`src/rtl/switch_request_unit.sv`:
```
`default_nettype none
// ============================================================================
// Module   : switch_request_unit
// Purpose  : Per-input-port VC selection and switch-request FSM for a router;
//            optional request aging enabled by macro SA_REQ_AGE_EN.
// Revision : 1.0 - initial release
// ============================================================================
module switch_request_unit #(
    parameter int NUM_PORTS = 4,
    parameter int NUM_VCS   = 4,
    parameter int AGE_LIMIT = 8
) (
    input  logic                 clk,
    input  logic                 reset,
    input  logic [NUM_VCS-1:0]   vc_valid         [NUM_PORTS],
    input  logic [NUM_PORTS-1:0] vc_out_port      [NUM_PORTS][NUM_VCS],
    input  logic [NUM_PORTS-1:0] out_credit_avail,
    input  logic [NUM_PORTS-1:0] allocated_ports  [NUM_PORTS],
    output logic [NUM_PORTS-1:0] port_requests    [NUM_PORTS],
    output logic [NUM_VCS-1:0]   vc_pop           [NUM_PORTS],
    output logic [NUM_PORTS-1:0] xbar_sel         [NUM_PORTS]
);

    localparam int VCW = (NUM_VCS > 1) ? $clog2(NUM_VCS) : 1;
`ifdef SA_REQ_AGE_EN
    localparam int AGW = $clog2(AGE_LIMIT + 1);
`endif

    typedef enum logic [0:0] {
        S_IDLE = 1'b0,
        S_REQ  = 1'b1
    } state_t;

    // Holds off new requests until one full edge has passed after reset release.
    logic started;

    always_ff @(posedge clk or posedge reset) begin
        if (reset) begin
            started <= 1'b0;
        end else begin
            started <= 1'b1;
        end
    end

    for (genvar i = 0; i < NUM_PORTS; i++) begin : g_port
        state_t               state_q, state_d;
        logic [VCW-1:0]       vc_q, vc_d, ptr_q, ptr_d, vc_inc, pick;
        logic [NUM_PORTS-1:0] port_q, port_d;
        logic [NUM_PORTS-1:0] req_q, req_d, sel_q, sel_d;
        logic [NUM_VCS-1:0]   pop_q, pop_d, elig;
        logic                 found, grant, withdraw;
`ifdef SA_REQ_AGE_EN
        logic [AGW-1:0]       age_q, age_d;
`endif

        always_comb begin
            elig = '0;
            for (int v = 0; v < NUM_VCS; v++) begin
                elig[v] = vc_valid[i][v] && (|(vc_out_port[i][v] & out_credit_avail));
            end
        end

        // Round-robin search starting at ptr_q; the first hit wins.
        always_comb begin
            int t;
            found = 1'b0;
            pick  = '0;
            for (int k = 0; k < NUM_VCS; k++) begin
                t = int'(ptr_q) + k;
                if (t >= NUM_VCS) begin
                    t = t - NUM_VCS;
                end
                if (!found && elig[t]) begin
                    found = 1'b1;
                    pick  = VCW'(t);
                end
            end
        end

        assign vc_inc   = (vc_q == VCW'(NUM_VCS - 1)) ? '0 : vc_q + 1'b1;
        assign grant    = (allocated_ports[i] == port_q);
        assign withdraw = !vc_valid[i][vc_q] || !(|(port_q & out_credit_avail));

        always_comb begin
            state_d = state_q;
            vc_d    = vc_q;
            port_d  = port_q;
            ptr_d   = ptr_q;
            req_d   = '0;
            pop_d   = '0;
            sel_d   = '0;
`ifdef SA_REQ_AGE_EN
            age_d   = age_q;
`endif
            case (state_q)
                S_IDLE: begin
                    if (started && found) begin
                        state_d = S_REQ;
                        vc_d    = pick;
                        port_d  = vc_out_port[i][pick];
                        req_d   = vc_out_port[i][pick];
`ifdef SA_REQ_AGE_EN
                        age_d   = '0;
`endif
                    end
                end
                S_REQ: begin
                    if (grant) begin
                        state_d     = S_IDLE;
                        pop_d[vc_q] = 1'b1;
                        sel_d       = port_q;
                        ptr_d       = vc_inc;
`ifdef SA_REQ_AGE_EN
                        age_d       = '0;
`endif
                    end else if (withdraw) begin
                        state_d = S_IDLE;
`ifdef SA_REQ_AGE_EN
                        age_d   = '0;
                    end else if (age_q == AGW'(AGE_LIMIT - 1)) begin
                        // Starved request: give the other VCs a turn.
                        state_d = S_IDLE;
                        ptr_d   = vc_inc;
                        age_d   = '0;
                    end else begin
                        req_d   = port_q;
                        age_d   = age_q + 1'b1;
                    end
`else
                    end else begin
                        req_d   = port_q;
                    end
`endif
                end
                default: begin
                    state_d = S_IDLE;
                end
            endcase
        end

        always_ff @(posedge clk or posedge reset) begin
            if (reset) begin
                state_q <= S_IDLE;
                vc_q    <= '0;
                port_q  <= '0;
                ptr_q   <= '0;
                req_q   <= '0;
                pop_q   <= '0;
                sel_q   <= '0;
`ifdef SA_REQ_AGE_EN
                age_q   <= '0;
`endif
            end else begin
                state_q <= state_d;
                vc_q    <= vc_d;
                port_q  <= port_d;
                ptr_q   <= ptr_d;
                req_q   <= req_d;
                pop_q   <= pop_d;
                sel_q   <= sel_d;
`ifdef SA_REQ_AGE_EN
                age_q   <= age_d;
`endif
            end
        end

        assign port_requests[i] = req_q;
        assign vc_pop[i]        = pop_q;
        assign xbar_sel[i]      = sel_q;
    end

endmodule
`default_nettype wire

```
`config.mk`:
```
export PLATFORM = sky130hd
export DESIGN_NAME = switch_request_unit
export DESIGN_NICKNAME = d
export VERILOG_FILES = /design/src/rtl/switch_request_unit.sv
export SDC_FILE = /design/constraint.sdc
export NUM_CORES = 1
export LEC_CHECK = 0
export CAP_MARGIN = 20
export CORE_MARGIN = 2
export CORE_UTILIZATION = 44
export DETAILED_ROUTE_END_ITERATION = 8
export PLACE_DENSITY = 0.82
export SYNTH_ARGS = -nofsm -noshare
export SYNTH_HDL_FRONTEND = slang
export SYNTH_SLANG_ARGS = --single-unit
```
`constraint.sdc`:
```
create_clock -name clk -period 2.8 [get_ports clk]
set_clock_uncertainty 0.2 [all_clocks]
set_input_delay 0.42 -clock clk [delete_from_list [all_inputs] [get_ports clk]]
set_output_delay 0.42 -clock clk [all_outputs]
set_load 0.02 [all_outputs]
```
Word level (Yosys, flattened, before mapping)
Cells that the tools add are included.
{"block": "op_classes", "addsub": 32, "multipliers": 0, "div_mod_pow": 0, "n_lt_le_gt_ge": 44, "eq_ne": 8, "n_shift": 0, "muxes": 176, "n_bitwise": 28, "n_reduce_logical": 88}
{"operator": "$lt A32 B4 Y1 const B", "count": 16}
{"operator": "$mux W32", "count": 16}
{"operator": "$mux W4", "count": 36}
{"operator": "$and A4 B4 Y4", "count": 20}
{"operator": "$reduce_or A4 Y1", "count": 20}
{"operator": "$mux W1", "count": 68}
{"operator": "$ge A3 B3 Y1 const B", "count": 16}
{"operator": "$sub A3 B3 Y4 const B", "count": 12}
{"operator": "$bmux W1 S2", "count": 20}
{"operator": "$mux W2", "count": 20}
{"operator": "$logic_and A1 B1 Y1", "count": 36}
{"operator": "$bmux W4 S2", "count": 4}
{"operator": "$pmux W4 S2", "count": 4}
{"operator": "$add A2 B2 Y3 const B", "count": 8}
{"operator": "$logic_not A1 Y1", "count": 20}
{"operator": "$eq A4 B4 Y1", "count": 4}
{"operator": "$reduce_and A2 Y1", "count": 8}
{"operator": "$sub A2 B3 Y4 const B", "count": 4}
{"operator": "$add A2 B1 Y3 const B", "count": 4}
{"operator": "$ge A2 B3 Y1 const B", "count": 4}
{"operator": "$lt A2 B3 Y1 const B", "count": 4}
{"operator": "$not A2 Y3", "count": 4}
{"operator": "$add A2 B1 Y2 const B", "count": 4}
{"operator": "$demux W1 S2", "count": 4}
{"operator": "other kinds (5)", "count": 20}
{"block": "totals", "regBits": 85, "latchBits": 0, "ramBits": 0, "mem_bits_ro": 0, "inputBits": 102, "elab_cells": 405, "n_memories": 0}

Depth between registers and ports, before layout
{"block": "depth", "depth_word": 22, "depth_mapped": 9, "mapped_depth_nobuf": 6}

Least setup slack after synthesis
Ideal clock, no wire load.
{"block": "synth_timing", "kind": "input to register", "from": "input port out_credit_avail[1]", "to": "register g_port[1].port_q[0]", "setup_time_ps": 130, "arrival_ps": 1933, "t_required_ps": 2470, "setup_slack_ps": 537, "cell_stages": 7, "n_path_buf": 1, "cell_sequence": "buf_2 -> a22o_1 -> o21a_1 -> o41ai_4 -> and4b_4 -> o21ai_1 -> nand3_1"}
{"block": "synth_via", "elab_chain_cells": 20, "word_cells_on_any_way": 44, "cone_classes": "mux (23); bitwise (5); reduce/logical (16)"}
{"element": "start, declared", "line": "17", "source": "input logic [NUM_PORTS-1:0] out_credit_avail,"}
{"element": "$and A4 B4 Y4", "line": "59", "source": "elig[v] = vc_valid[i][v] && (|(vc_out_port[i][v] & out_credit_avail));"}
{"element": "$reduce_or A4 Y1", "line": "59"}
{"element": "$logic_and A1 B1 Y1", "line": "59"}
{"element": "$bmux W1 S2", "line": "73", "source": "if (!found && elig[t]) begin"}
{"element": "$mux W1 (not written as such) (2 in a row)", "line": "73"}
{"element": "$mux W1", "line": "73"}
{"element": "$logic_not A1 Y1", "line": "73"}
{"element": "$logic_and A1 B1 Y1", "line": "73"}
{"element": "(+2 left out)"}
{"element": "$logic_and A1 B1 Y1", "line": "73"}
{"element": "$mux W1", "line": "73"}
{"element": "$logic_not A1 Y1", "line": "73"}
{"element": "$logic_and A1 B1 Y1", "line": "73"}
{"element": "$mux W2", "line": "73"}
{"element": "$not A2 Y3 (not written as such)", "line": "100", "source": "port_d = vc_out_port[i][pick];"}
{"element": "$bmux W4 S2", "line": "100"}
{"element": "$mux W4 (not written as such) (2 in a row)", "line": "100"}
{"element": "end signal, assigned", "line": "156", "source": "port_q <= port_d;"}
{"element": "end, declared", "line": "48", "source": "logic [NUM_PORTS-1:0] port_q, port_d;"}
Parallel ways exist; a longest one is shown, timed or not. The select of a mux whose other input is x is not followed.
A chain may end at the register's enable or synchronous reset.

Worst setup path in the final report
{"block": "layout_timing", "from": "input port out_credit_avail[0]", "to": "register g_port[1].req_q[1]"}
{"block": "layout_via", "elab_chain_cells": 22, "word_cells_on_any_way": 51, "cone_classes": "mux (27); bitwise (6); reduce/logical (18)"}
{"element": "$and A4 B4 Y4", "line": "59"}
{"element": "$reduce_or A4 Y1", "line": "59"}
{"element": "$logic_and A1 B1 Y1", "line": "59"}
{"element": "$bmux W1 S2", "line": "73"}
{"element": "$mux W1 (not written as such) (2 in a row)", "line": "73"}
{"element": "$mux W1", "line": "73"}
{"element": "$logic_not A1 Y1", "line": "73"}
{"element": "$logic_and A1 B1 Y1", "line": "73"}
{"element": "(+5 left out)"}
{"element": "$logic_and A1 B1 Y1", "line": "73"}
{"element": "$mux W2", "line": "73"}
{"element": "$not A2 Y3 (not written as such)", "line": "101", "source": "req_d = vc_out_port[i][pick];"}
{"element": "$bmux W4 S2", "line": "101"}
{"element": "$mux W4 (not written as such) (2 in a row)", "line": "101"}
{"element": "$mux W4", "line": "97", "source": "if (started && found) begin"}
{"element": "$pmux W4 S2 (*)", "line": "95", "source": "case (state_q)"}
{"element": "named net g_port[1].req_d[1]", "line": "49", "source": "logic [NUM_PORTS-1:0] req_q, req_d, sel_q, sel_d;"}
{"element": "end signal, assigned", "line": "158", "source": "req_q <= req_d;"}
{"element": "end, declared", "line": "49"}
Mark *: on every way through the listed nets, which the timed path passes. The rest lies on a longest branch. The select of a mux whose other input is x is not followed.

==> impl_metrics.yaml <==
status:
  outcome: "complete, no violations"
finish:
  fin_util_pct: 62.7
  syn_to_final_growth_pct: 40.7
  fin_nets: 821
  fillCellCount: 970
  drive_above_1_share_pct: 13.8
  finalInstanceArea_mm2: 0.00744
  insertedDiodeCount: 0
critical_path:
  r2r-start: "g_port[3].ptr_q[1]$_DFFE_PP0P_"
  required_ps: 2800
  crit_path_start: "out_credit_avail[0]"
  arrival_ps: 2630
  crit_path_end_kind: "flip-flop"
  startpoint_type: "input port"
  regToRegSetupSlack_ps: 750
  rr_endpoint: "g_port[3].req_q[3]$_DFF_PP0_"
  path_class: "in2reg"
  cp_max_fo: 17
  r2r_cells: 6
worst_hold_path:
  min_path_type: "in2async"
sta:
  finalCritPeriodShare_pct: 93.7
  worst_pin_slew_ps: 573
  max_freq_mhz: 381
  maxSlewViolCount: 0
  hold_viol: 0
  finalSetupViolations: 0
  rsz0062_at_grt: "false"
  fin_ws_ps: 175
  max-slew-margin-rel_pct: 61.8
  fin_tns_setup_ps: 0
  min_period_ps: 2620
power:
  p_sw_share_pct: 38.3
  leakagePower_nw: 3.37
  power_mw: 5.36
  peakVddDrop_uv: 320
  internal-power_mw: 3.31
  p_clk_share_pct: 20.7
  p_comb_share_pct: 41.3
  p_seq_share_pct: 37.9
  power_switching_mw: 2.05
  cellPowerDensity_mw_per_mm2: 720
synthesis:
  syn_area_per_cell_um2: 9.94
  syn-cell-area_mm2: 0.00529
  yosysUniqueCellTypes: 56
  synth_nets: 650
  seq_area_frac_synth_pct: 40.2
  ys_ff_latch: 85
  ys_warn_count: 0
  syn_inst: 532
clock_network:
  clk_path_buf_depth: 2
  postCtsHoldBufs: 0
  cts_inserted_buffers: 9
  clock_latency_ps: 340
  cts_htree_levels: 3
  clock_sinks: 85
  cts_root_buf: "clkbuf_16"
  clk_pin_slew_ps: 60
  cts_tree: "yes"
placed_design:
  placed_cell_area_mm2: 0.00714
  place_congestion: 1.02
  post-dp-hpwl_um: 11900
  port_buffers: 149
  place_ws_ps: -177
global_routing:
  overflow: 0
  grt_max_degree: 86
  first_global_vias: 5074
  grt_pass1_wl_um: 25100
  grt_usage_pct: 24.4
  grt_antenna_before_repair: 0
drt:
  vias: 5018
  route.antenna.remaining_nets: 0
  firstDrtPassIters: 6
  routed_wl_um: 15500
  via_per_inst: 5.87
  avgRoutedWirePerCell_um: 18.1
  drc: 0
  drt_iter0_markers: 342
floorplan:
  start_util_pct: 44.6
  io_pins: 150
  die-width_um: 114
  die_h_um: 114
  coreArea_mm2: 0.0119
  rows: 40
  die_area_mm2: 0.0129
run:
  maxCapViolCount: 0
==> flip-flops by register name (all words and copies together), names as in the netlist <==
register        count
g_port.pop_q       16
g_port.port_q      16
g_port.req_q       16
g_port.sel_q       16
g_port.ptr_q        8
g_port.vc_q         8
g_port.state_q      4
started             1
==> logic make-up after synthesis <==
| kind of cell | share of synthesized area, % |
|---|---|
| AO/OA/AOI/OAI | 26.1 |
| AND/OR/NAND/NOR | 17.3 |
| flip-flops | 40.2 |
| buffers and inverters | 5.56 |
| multiplexers | 4.33 |
| adder cells (fa/ha/maj) | 3.78 |
| XOR/XNOR | 2.65 |
| other | 0.0709 |
==> worst max-delay path, stage by stage <==
cell and delay, ps:
clkdlybuf4s50_1 470, buf_4 220, a22oi_1 280, a21oi_1 140, o21a_1 380, o31a_1 370
o21ai_1 210, nand3_1 130
==> cell usage after synthesis, drive strengths merged <==
library cell / count / area, µm²
nor4: 4 / 25.0
inv: 27 / 101
xor2: 16 / 140
conb: 1 / 3.75
and4b: 3 / 41.3
o21ai: 41 / 220
a21o: 3 / 22.5
mux2i: 6 / 60.1
nor2b: 7 / 43.8
and2: 4 / 25.0
clkbuf: 9 / 35.0
a21oi: 11 / 62.6
nand2: 51 / 191
a221oi: 2 / 17.5
a22oi: 21 / 168
o21a: 20 / 159
o41ai: 6 / 116
o211a: 2 / 20.0
o21bai: 3 / 22.5
a22o: 23 / 209
o31ai: 3 / 22.5
or2: 1 / 6.26
o41a: 1 / 11.3
o211ai: 3 / 22.5
o221ai: 7 / 67.6
and3: 32 / 200
nor2: 10 / 37.5
nand3: 28 / 140
nor4b: 16 / 140
mux2: 7 / 78.8
a211oi: 6 / 45.0
mux4: 4 / 90.1
buf: 20 / 158
a31oi: 3 / 18.8
nor3: 10 / 66.3
dfrtp: 85 / 2130
a2111o: 1 / 11.3
ha: 16 / 200
a21boi: 3 / 22.5
o31a: 16 / 140
==> area by class of cell <==
type | instances | area, µm² | share of cell area [%]
repair buffers | 189 | 1850 | 24.9
multi-input cells | 391 | 2890 | 38.9
clock inverters | 4 | 22.5 | 0.303
clock buffers | 12 | 256 | 3.45
inverters | 27 | 105 | 1.41
well taps | 147 | 184 | 2.47
flip-flops and latches | 85 | 2130 | 28.6
==> layout by cell type (no fill, tap or decap), types with 5 or more instances in the layout <==
cell	synthesis	final
clkdlybuf4s50_1	0	149
dfrtp_1	85	85
nand2_1	51	51
buf_4	3	35
and3_1	32	32
nand3_1	28	28
inv_1	27	26
o21ai_1	21	21
a22oi_1	19	19
o21a_1	18	18
o21ai_0	16	16
nor4b_1	16	16
o31a_1	16	16
xor2_1	16	16
ha_1	16	16
a22o_1	17	14
nor2_1	10	10
a22o_2	6	9
a21oi_1	9	9
clkbuf_16	0	9
nor3_1	8	8
nor2b_1	7	7
mux2_2	7	7
a211oi_1	6	6
mux2i_1	6	6
o221ai_1	6	6
buf_12	0	5
==> timing repair <==
item                                    in CTS  in global routing
setup buffers                                0                  0
resized for setup                            0                  6
endpoints found under the setup margin       0                 13
==> through the flow <==
stage / hold slack [ps] / std cells
floorplan: 319 / 532
global placement: 360 / 839
detailed placement: 369 / 839
CTS: 381 / 855
global route: 409 / 855
finish: 370 / 855
==> how the worst max path moves through the flow <==
stage,to,slack [ps]
after floorplan,g_port[1].port_q[0]$_DFFE_PP0P_,540
after global placement,g_port[1].req_q[0]$_DFF_PP0_,-140
after detailed placement,g_port[1].req_q[0]$_DFF_PP0_,-180
after CTS,g_port[1].req_q[0]$_DFF_PP0_,170
after global routing,g_port[1].req_q[3]$_DFF_PP0_,2
final,g_port[1].req_q[1]$_DFF_PP0_,180
==> power groups by stage <==
stage | sequential, mW | combinational [mW] | clock (mW)
6_report | 2.03 | 2.21 | 1.11
4_1_cts | 2.03 | 2.19 | 1.12
5_1_grt | 2.09 | 2.45 | 1.17
2_1_floorplan | 2.00 | 1.37 | 0
3_5_place_dp | 2.04 | 2.18 | 0
3_3_place_gp | 2.02 | 2.10 | 0
==> routing by layer <==
metal  GRT usage, %  share of wire, %
met5              0                 0
met4           8.86               2.5
met3           3.88               7.2
met2           42.9                50
met1           30.6                41
Power figures use the tool's default switching activity.
